$ cat src/rtl/ucca_pkg.sv
// Shared definitions for the UCC access monitor: region FSM state encoding,
// region count, reset program counter and the inclusive range helpers.
package ucca_pkg;

    typedef enum logic [1:0] {
        ST_RUN    = 2'd0,
        ST_INSIDE = 2'd1,
        ST_KILL   = 2'd2
    } ucca_state_e;

    localparam int          NUM_UCC  = 3;
    localparam logic [15:0] RESET_PC = 16'h0000;

    // A region whose lower bound exceeds its upper bound is disabled.
    function automatic logic region_valid(
        input logic [15:0] lo,
        input logic [15:0] hi
    );
        return (lo <= hi);
    endfunction

    function automatic logic addr_in_region(
        input logic [15:0] addr,
        input logic [15:0] lo,
        input logic [15:0] hi
    );
        return region_valid(lo, hi) && (addr >= lo) && (addr <= hi);
    endfunction

endpackage

$ cat src/rtl/ucca_region_fsm.sv
// One UCC region watchdog: tracks legal entry/exit of a code region and traps
// illegal control flow. DMA write trapping is built only with UCCA_DMA_CHECK_EN.
module ucca_region_fsm
    import ucca_pkg::*;
(
    input  logic        clk,
    input  logic        rst_n,
    input  logic [15:0] i_pc,
    input  logic [15:0] i_pc_prev,
    input  logic [15:0] i_ucc_min,
    input  logic [15:0] i_ucc_max,
    input  logic        i_irq,
    input  logic        i_dma_en,
    input  logic [15:0] i_dma_addr,
    output logic        o_in_ucc,
    output logic        o_viol,
    output logic        o_kill_nxt
);

    ucca_state_e r_state;
    ucca_state_e w_state_nxt;
    logic        r_in_ucc;
    logic        r_viol;
    logic        w_valid;
    logic        w_pc_in;
    logic        w_prev_in;
    logic        w_dma_hit;

    assign w_valid   = region_valid(i_ucc_min, i_ucc_max);
    assign w_pc_in   = addr_in_region(i_pc, i_ucc_min, i_ucc_max);
    assign w_prev_in = addr_in_region(i_pc_prev, i_ucc_min, i_ucc_max);

`ifdef UCCA_DMA_CHECK_EN
    assign w_dma_hit = i_dma_en && addr_in_region(i_dma_addr, i_ucc_min, i_ucc_max);
`else
    logic w_unused_dma;
    assign w_unused_dma = i_dma_en ^ (^i_dma_addr);
    assign w_dma_hit    = 1'b0;
`endif

    // Next-state decode; every trap condition is tested before any legal move.
    always_comb begin
        w_state_nxt = r_state;
        case (r_state)
            ST_RUN: begin
                if (w_dma_hit) begin
                    w_state_nxt = ST_KILL;
                end else if (!w_prev_in && w_pc_in) begin
                    w_state_nxt = (i_pc == i_ucc_min) ? ST_INSIDE : ST_KILL;
                end else begin
                    w_state_nxt = ST_RUN;
                end
            end
            ST_INSIDE: begin
                // A region disabled while executing in it is silently dropped.
                if (!w_valid) begin
                    w_state_nxt = ST_RUN;
                end else if (w_dma_hit || i_irq) begin
                    w_state_nxt = ST_KILL;
                end else if (!w_pc_in) begin
                    w_state_nxt = (i_pc_prev == i_ucc_max) ? ST_RUN : ST_KILL;
                end else begin
                    w_state_nxt = ST_INSIDE;
                end
            end
            ST_KILL: begin
                if (i_pc == RESET_PC) begin
                    w_state_nxt = ST_RUN;
                end else begin
                    w_state_nxt = ST_KILL;
                end
            end
            default: begin
                w_state_nxt = ST_KILL;
            end
        endcase
    end

    // State register plus outputs registered from the next state.
    always_ff @(posedge clk) begin
        if (!rst_n) begin
            r_state  <= ST_RUN;
            r_in_ucc <= 1'b0;
            r_viol   <= 1'b0;
        end else begin
            r_state  <= w_state_nxt;
            r_in_ucc <= (w_state_nxt == ST_INSIDE);
            r_viol   <= (w_state_nxt == ST_KILL) && (r_state != ST_KILL);
        end
    end

    assign o_in_ucc   = r_in_ucc;
    assign o_viol     = r_viol;
    assign o_kill_nxt = (w_state_nxt == ST_KILL);

endmodule

$ cat src/rtl/ucca_monitor.sv
// UCC access monitor top: previous-PC register, NUM_UCC region FSMs and the
// registered MCU reset request. Optional DMA trapping: UCCA_DMA_CHECK_EN.
module ucca_monitor
    import ucca_pkg::*;
(
    input  logic        clk,
    input  logic        rst_n,
    input  logic [15:0] pc,
    input  logic        irq,
    input  logic        dma_en,
    input  logic [15:0] dma_addr,
    input  logic [15:0] ucc_min_0,
    input  logic [15:0] ucc_max_0,
    input  logic [15:0] ucc_min_1,
    input  logic [15:0] ucc_max_1,
    input  logic [15:0] ucc_min_2,
    input  logic [15:0] ucc_max_2,
    output logic        ucca_reset,
    output logic [2:0]  in_ucc,
    output logic [2:0]  viol
);

    logic [15:0]        r_pc_prev;
    logic               r_ucca_reset;
    logic [15:0]        w_min [NUM_UCC];
    logic [15:0]        w_max [NUM_UCC];
    logic [NUM_UCC-1:0] w_in_ucc;
    logic [NUM_UCC-1:0] w_viol;
    logic [NUM_UCC-1:0] w_kill_nxt;

    assign w_min[0] = ucc_min_0;
    assign w_max[0] = ucc_max_0;
    assign w_min[1] = ucc_min_1;
    assign w_max[1] = ucc_max_1;
    assign w_min[2] = ucc_min_2;
    assign w_max[2] = ucc_max_2;

    for (genvar g = 0; g < NUM_UCC; g++) begin : g_region
        ucca_region_fsm u_fsm (
            .clk        (clk),
            .rst_n      (rst_n),
            .i_pc       (pc),
            .i_pc_prev  (r_pc_prev),
            .i_ucc_min  (w_min[g]),
            .i_ucc_max  (w_max[g]),
            .i_irq      (irq),
            .i_dma_en   (dma_en),
            .i_dma_addr (dma_addr),
            .o_in_ucc   (w_in_ucc[g]),
            .o_viol     (w_viol[g]),
            .o_kill_nxt (w_kill_nxt[g])
        );
    end

    // Previous PC and the reset request, which rises together with viol.
    always_ff @(posedge clk) begin
        if (!rst_n) begin
            r_pc_prev    <= RESET_PC;
            r_ucca_reset <= 1'b0;
        end else begin
            r_pc_prev    <= pc;
            r_ucca_reset <= |w_kill_nxt;
        end
    end

    assign ucca_reset = r_ucca_reset;
    assign in_ucc     = w_in_ucc;
    assign viol       = w_viol;

endmodule

$ cat config.mk
export PLATFORM = sky130hd
export DESIGN_NAME = ucca_monitor
export DESIGN_NICKNAME = d
export VERILOG_FILES = /design/src/rtl/ucca_pkg.sv /design/src/rtl/ucca_region_fsm.sv /design/src/rtl/ucca_monitor.sv
export SDC_FILE = /design/constraint.sdc
export NUM_CORES = 1
export LEC_CHECK = 0
export BUFFER_PORTS_ARGS = -buffer_cell sky130_fd_sc_hd__buf_2
export CAP_MARGIN = 20
export CORE_AREA = 8 8 163 119
export DETAILED_ROUTE_END_ITERATION = 10
export DIE_AREA = 0 0 171 127
export PLACE_DENSITY = 0.67
export REMOVE_ABC_BUFFERS = 1
export SETUP_SLACK_MARGIN = 0.3
export SLEW_MARGIN = 25
export SYNTH_ARGS = -nofsm -noshare
export SYNTH_HDL_FRONTEND = slang
export SYNTH_HIERARCHICAL = 1
export SYNTH_SLANG_ARGS = --single-unit
$ cat constraint.sdc
create_clock -name clk -period 4.2 [get_ports clk]
set_input_delay 0 -clock clk [delete_from_list [all_inputs] [get_ports clk]]
set_output_delay 0 -clock clk [all_outputs]
set_load 0.1 [all_outputs]
After elaboration in Yosys (flattened, before gate mapping)
Index checks and enable logic that the tools add are counted.

storage, ports and cells
  register bits after elaboration = 29
  output and inout bits = 7
  logic and storage cells = 95

cells by class
  order comparisons = 15
  eq/ne operators = 21
  muxes and demuxes = 22
  reductions and logical operators = 26

operators with widths
  kind                                                              number
  16-bit less-or-equal comparator                                   9
  16-bit == test                                                    6
  16-bit greater-or-equal comparator                                6
  2-bit two-way mux                                                 19
  1-bit logical AND                                                 18
  2-bit one-hot mux with 3 select lines                             3
  16-bit zero test                                                  1
  2-bit by 1-bit == test with 1-bit output (second input constant)  6
  2-bit == test (second input constant)                             6
  2-bit zero test                                                   3
  2-bit inequality test (second input constant)                     3
  1-bit zero test                                                   3
  3-bit OR reduction                                                1

Longest topological paths before layout
Gate-level depths: netlist (run 1).

  depth in word-level cells = 9
  gate-level depth with buffers = 10

Hierarchy
The synthesis (run 1) kept the hierarchy.

modules (own cells, without submodules)
  module           instances  cells an instance  area an instance (µm²)
  ucca_region_fsm  3          261                2037.0
  ucca_monitor     1          35                 476.7

Worst setup path before layout (run 1)
OpenSTA, ideal clock, no wires.

  path kind = reg-to-reg
  start = register r_pc_prev[10]
  end = register r_ucca_reset, in the netlist ucca_reset
  setup time = 0.122 ns
  arrival time = 2.274 ns
  data required time = 4.078 ns
  path slack = 1.804 ns
  stages on the path, launching flop included = 9
  buffers on the path = 0
  clock period less this slack = 2.396 ns
  cells stage by stage = dfxtp_1 > ha_1 > and4_1 > or4b_1 > or3_1 > o2bb2ai_1 > nand4b_1 > o211ai_1 > o31a_2

between the ends
  word-level cells in the longest chain between the ends = 9

RTL lines
  element                                  line                   text
  start: declaration                       ucca_monitor.sv:23     logic [15:0] r_pc_prev;
  start signal: assignment                 ucca_monitor.sv:61     r_pc_prev <= pc;
  16-bit greater-or-equal comparator       ucca_pkg.sv:27         return region_valid(lo, hi) && (addr >= lo) && (addr <= hi);
  1-bit logical AND (2 in a row)           ucca_pkg.sv:27
  1-bit zero test                          ucca_region_fsm.sv:48  end else if (!w_prev_in && w_pc_in) begin
  1-bit logical AND                        ucca_region_fsm.sv:48
  2-bit two-way mux                        ucca_region_fsm.sv:48
  2-bit one-hot mux with 3 select lines *  ucca_region_fsm.sv:44  case (r_state)
  2-bit == test *                          ucca_region_fsm.sv:94  assign o_kill_nxt = (w_state_nxt == ST_KILL);
  named net w_kill_nxt[1]                  ucca_monitor.sv:29     logic [NUM_UCC-1:0] w_kill_nxt;
  3-bit OR reduction *                     ucca_monitor.sv:62     r_ucca_reset <= |w_kill_nxt;
  end signal: assignment                   ucca_monitor.sv:62
  end: declaration                         ucca_monitor.sv:24     logic r_ucca_reset;

Mark *: on every way through the listed nets, which the timed path passes. The rest lies on a longest branch.
A chain may end at the register's enable or synchronous reset.

Worst setup path after layout (run 1)
Same ends and word-level chain as after synthesis.

==> run summary, run 1 <==
status: finished clean
total of max-cap violations: 0
Post-Synth XOR/XNOR Area: 0%
Post-Syn Area: 6590 sq um
Final setup viols: 0
via count: 6,482
Total Wirelength: 22.3 mm
Pre-antenna DRT Iters: 5
initial antenna violation count: 0
part of the Yosys area used for sequential elements: 8.81%
design area: 7610 sq um
Synth Area in Adders: 45.6%
Synth area leader: ha_1
Post-CTS Setup Repair Bufs: 0
DR WL/cell: 18.9 um
Slew Limit Fails: 0
Yosys top cell area share: 45.6%
multiplexer area fraction after synthesis: 0%
Met2 Wirelength: 8.93 mm
Die ar.: 21,700 sq um
Post-CTS Hold Buffers: 0
DRC: 0
Post-Synth Simple-Gate Area: 20.4%
CTS tree: done
initial core utilization: 39.2%
clock-pin transition on the worst setup and hold timing paths: 0.05 ns
proportion of layout cells with a drive suffix above 1: 17.0%
Root Buffer: clkbuf_16
CP Launch Type: register
fin crit share: 69.4%
clock sink count: 29
nets: 1,317
DRT antenna net count: 0
number of enable flip-flop cells after synthesis: 0
Worst-Margin Slew: 0.488 ns
total grt overflow: 0
Synth Instances: 818
Clock Path Buffers: 2
Final GP Congestion: 0.912
PwrDens: 181 nW/um^2
CP Data Arrival Time: 3.08 ns
vias per cell: 5.51
Post-Route Skew: 0.00958 ns
Area Growth Syn to Fin: 15.6%
post-synth cell types: 43
Die W: 171 um
vias in the first global route: 6,433
Avg Synthesized Cell Area: 8.05 sq um
Highest Signal Layer: met4
Setup WS post-layout: 1.28 ns
Max Fanout on Critical Path: 6
#FFs+latches synth: 29
Core Util, Final: 45.3%
relative slew slack: 67.1%
Post-Route M1 WL: 11.3 mm
Min-Delay Path Class: in2reg
Max VDD drop: 0.156 mV
largest family of logic cells by synthesized area: adder cells
unrepaired setup endpoints after global routing: false
Fin Setup TNS: 0 ns
largest net degree at the start of global routing: 30
Yosys warning count: 6
Placed Area: 7470 sq um
first-pass GRT wire length: 34.5 mm
Clk Latency, worst-skew pair: 0.28 ns
Area contributors post-synth: ha_1 (46%), dfxtp_1 (8.8%), a21oi_1 (7.3%)
FILL cells: 1,740
Worst Setup Path Type: reg2reg
die height: 127 um
Initial DRC Count: 461
Placement Rows: 40
hold_ws: 0.141 ns
H-tree depth: 2
Worst EP required: 4.36 ns
met3 wire len: 1.75 mm
fmax: 343 MHz
TritonCTS Buffers: 5
Worst Setup End Kind: register
CTS resizes: 0
core box area: 16,800 sq um
Top FF cell, synth: dfxtp_1
Synth Area in Compound Gates: 18.8%
diode count: 0
I/O Buffers: 121
P_leak: 0.00413 uW
crit path time final: 2.92 ns
Hold Fails Final Rpt: 0
# IOs: 139
Post-DP HPWL: 18.7 mm
overall routing resource usage: 20.3%
Setup WS pre-CTS: 1.37 ns
fraction of registers with async set/reset: 0%
layer usage:
metal | track usage, % | vias up
met3 | 5.05 | 26
met5 | 0 | -
met2 | 29.9 | 221
li1 | - | 3314
met1 | 29.3 | 2921
met4 | 4.03 | 0
state kept, by name, summed over array words and instances (netlist names):
register	flops
r_pc_prev	16
g_region.u_fsm/r_state	6
g_region.u_fsm/o_in_ucc	3
g_region.u_fsm/o_viol	3
ucca_reset	1
stage by stage:
stage,cells,power (uW)
2_1_floorplan,817,758
6_report,1176,1380
5_1_grt,1176,1490
3_3_place_gp,1169,988
3_5_place_dp,1169,1010
4_1_cts,1176,1370
critical path: stages (launching register included):
cell	delay, ns
dfxtp_1	0.59
ha_1	0.25
and4_1	0.20
or4b_1	0.48
or3_1	0.38
o2bb2ai_1	0.17
nand4b_1	0.10
o211ai_1	0.21
o31a_2	0.41
cells in the final DEF, fill, tap and decap left out, types with 5 or more instances in the layout:
cell / netlist / routed
inv_1: 108 / 108
nor4_1: 12 / 12
dfxtp_1: 29 / 29
nand2b_1: 9 / 9
nor3b_1: 6 / 6
and2_1: 10 / 10
ha_1: 240 / 240
o21ai_0: 33 / 33
buf_2: 0 / 121
a21oi_1: 96 / 96
and2_2: 15 / 15
nor2_1: 21 / 21
nor3_1: 12 / 12
a211oi_1: 9 / 9
nand4_1: 39 / 39
clkbuf_16: 0 / 5
nand2_1: 57 / 57
a21o_1: 27 / 27
nor2b_1: 6 / 6
o211ai_1: 6 / 6
nand3_1: 15 / 15
kinds of logic (layout without fill, tap and decap cells):
family / after synthesis / count (layout)
buf+inv: 109 / 236
simple gates: 235 / 235
flops: 29 / 29
compound gates: 205 / 205
fa+ha+maj: 240 / 240
worst paths after layout:
path | from | end | slack (ns) | depth (start not counted)
setup / recovery | r_pc_prev[10]$_SDFF_PN0_ | ucca_reset$_SDFF_PN0_ | 1.28 | 8
hold / removal | pc[0] | r_pc_prev[0]$_SDFF_PN0_ | 0.14 | 2
setup reg to reg | r_pc_prev[10]$_SDFF_PN0_ | ucca_reset$_SDFF_PN0_ | 1.28 | 8
hold reg to reg | g_region[2].u_fsm/r_state[0]$_SDFF_PN0_ | g_region[2].u_fsm/o_viol$_SDFF_PN0_ | 0.61 | 2
area by class of cell:
class	instances	area [sq um]	area share (%)
multi-input combinational	680	5590	73.4
timing repair buffer	121	606	7.95
sequential	29	581	7.63
inverter	108	405	5.32
tap	231	289	3.80
clock buffer	7	143	1.87
report_power, final:
part           total (uW)  switching, uW  internal, uW
logic                 693            418           276
clock network         359            127           232
registers             324           32.6           292
total                1380            577           800
Yosys cell counts (6+ instances only):
cell type,instances
ha_1,240
nand2_1,57
a21o_1,27
o21ai_0,33
nor3b_1,6
nor2_1,21
inv_1,108
nand3_1,15
a21oi_1,96
nand4_1,39
nand2b_1,9
o211ai_1,6
nor3_1,12
nor2b_1,6
and2_1,10
and2_2,15
a211oi_1,9
dfxtp_1,29
nor4_1,12
(Power assumes the default switching activity.)
==> run 2: changes to the inputs <==
Settings changed: PLACE_DENSITY 0.67 to 0.69.
Clock period 4.2 ns to 2.6 ns, I/O delays scaled along.
==> run summary, run 2 (synthesis gave the netlist of run 1 again) <==
total grt overflow: 0
fin crit share: 101%
TritonCTS Buffers: 5
Setup WS post-layout: -0.0357 ns
Placed Area: 7580 sq um
Min-Delay Path Class: in2reg
I/O Buffers: 121
Worst Setup End Kind: register
registers with the most flip-flops: r_pc_prev (16), g_region.u_fsm/r_state (6)
Max Fanout on Critical Path: 6
Final setup viols: 5
die height: 127 um
Largest Register: r_pc_prev
commonest non-fill, non-tap cells in the layout: ha_1 (232), buf_2 (121), inv_1 (108)
GR Util met2: 30.2%
Post-CTS Hold Buffers: 0
Die W: 171 um
status: finished with violations
Max VDD drop: 0.261 mV
CTS tree: done
unrepaired setup endpoints after global routing: true
Slew Limit Fails: 0
Post-Route Skew: 0.00590 ns
Die ar.: 21,700 sq um
total of max-cap violations: 0
diode count: 0
leading cell type in the layout, fill and taps excluded: ha_1
largest net degree at the start of global routing: 30
critical path depth: 8
Worst-Margin Slew: 0.528 ns
vias per cell: 5.63
busiest layer in global routing: met1
Hold Fails Final Rpt: 0
via count: 6,764
initial core utilization: 39.2%
Total Wirelength: 23.1 mm
max reg flops: 16
R2R depth: 8
nets: 1,341
design area: 8020 sq um
crit path time final: 2.64 ns
Critical Path, Cell by Cell: ha_1 > nand4_1 > or4b_4 > or3_4 > o2bb2ai_2 > nand4b_1 > o211ai_1 > o31a_2
Clk Latency, worst-skew pair: 0.28 ns
core box area: 16,800 sq um
vias in the first global route: 6,501
P_leak: 0.00428 uW
Fin Setup TNS: -0.110 ns
WP buf/inv: 0
cell family with most CP delay: simple AND/OR/NAND/NOR gates
DRT antenna net count: 0
DRC: 0
clock-pin transition on the worst setup and hold timing paths: 0.05 ns
Hold Path Depth: 2
Crit-path slowest cell: or4b_4
fmax: 379 MHz
Post-DP HPWL: 19.3 mm
Initial DRC Count: 485
Worst Setup Path Type: reg2reg
PwrDens: 301 nW/um^2
Clock Path Buffers: 2
Final GP Congestion: 0.979
CP Data Arrival Time: 2.80 ns
overall routing resource usage: 20.7%
Placement Rows: 40
initial antenna violation count: 0
CP Launch Type: register
failing checks: setup timing
proportion of layout cells with a drive suffix above 1: 22.3%
# IOs: 139
Area Growth Syn to Fin: 21.8%
Pre-antenna DRT Iters: 5
CP peak stage delay: 0.53 ns
first-pass GRT wire length: 35.2 mm
Worst EP required: 2.76 ns
FILL cells: 1,687
Root Buffer: clkbuf_16
clock sink count: 29
Global Route met1 Usage: 30.9%
relative slew slack: 64.4%
met3 Track Usage GR: 4.43%
DR WL/cell: 19.2 um
H-tree depth: 2
## run 2: changes by cell type in the layout (fill, tap and decap cells not counted), sizes merged
cell / before / now
buf: 121 / 145
bufinv: 0 / 1
## run 2: final cells by class
| class | count | area [sq um] | area share (%) |
|---|---|---|---|
| multi-input cells | 680 | 5760 | 71.8 |
| flip-flops and latches | 29 | 604 | 7.53 |
| inverters | 108 | 405 | 5.05 |
| clock inverters | 1 | 30.0 | 0.374 |
| repair buffers | 145 | 790 | 9.84 |
| well taps | 231 | 289 | 3.60 |
| clock buffers | 7 | 143 | 1.78 |
## run 2: power by group
part / internal, uW / switching, uW / total, uW
sequential: 471 / 49.9 / 521
combinational: 493 / 714 / 1210
clock: 478 / 213 / 692
total: 1440 / 977 / 2420
## run 2: path summary, 6_finish.rpt
kind / startpoint / to / slack [ns]
max: r_pc_prev[13]$_SDFF_PN0_ / ucca_reset$_SDFF_PN0_ / -0.04
min: pc[0] / r_pc_prev[0]$_SDFF_PN0_ / 0.16
max reg2reg: r_pc_prev[13]$_SDFF_PN0_ / ucca_reset$_SDFF_PN0_ / -0.04
min reg2reg: g_region[0].u_fsm/r_state[0]$_SDFF_PN0_ / g_region[0].u_fsm/o_viol$_SDFF_PN0_ / 0.60
## run 2: timing repair
item                                    CTS  global route
hold endpoints to repair                  0             0
gates resized for setup                  21            16
setup buffers                             6             4
pin swaps                                 6             7
endpoints found under the setup margin   13            13
## run 2: metal layers
layer,vias up,routed length (um)
li1,3354,-
met1,3093,11200
met2,303,9340
met3,14,2310
met4,0,170
met5,-,0
## run 2: stage by stage
stage                     std cells  utilization, %  power (uW)  hold slack, ns  setup WS (ns)
after CTS                      1197            46.9        2370           0.145         0.0292
after floorplan                 817               -        1220           0.122          0.204
after global placement         1183            45.1        1630           0.440         0.0188
after global routing           1201            47.7        2590           0.162         -0.103
after detailed placement       1183            45.1        1660           0.428        -0.0300
final                          1201            47.7        2420           0.155        -0.0357
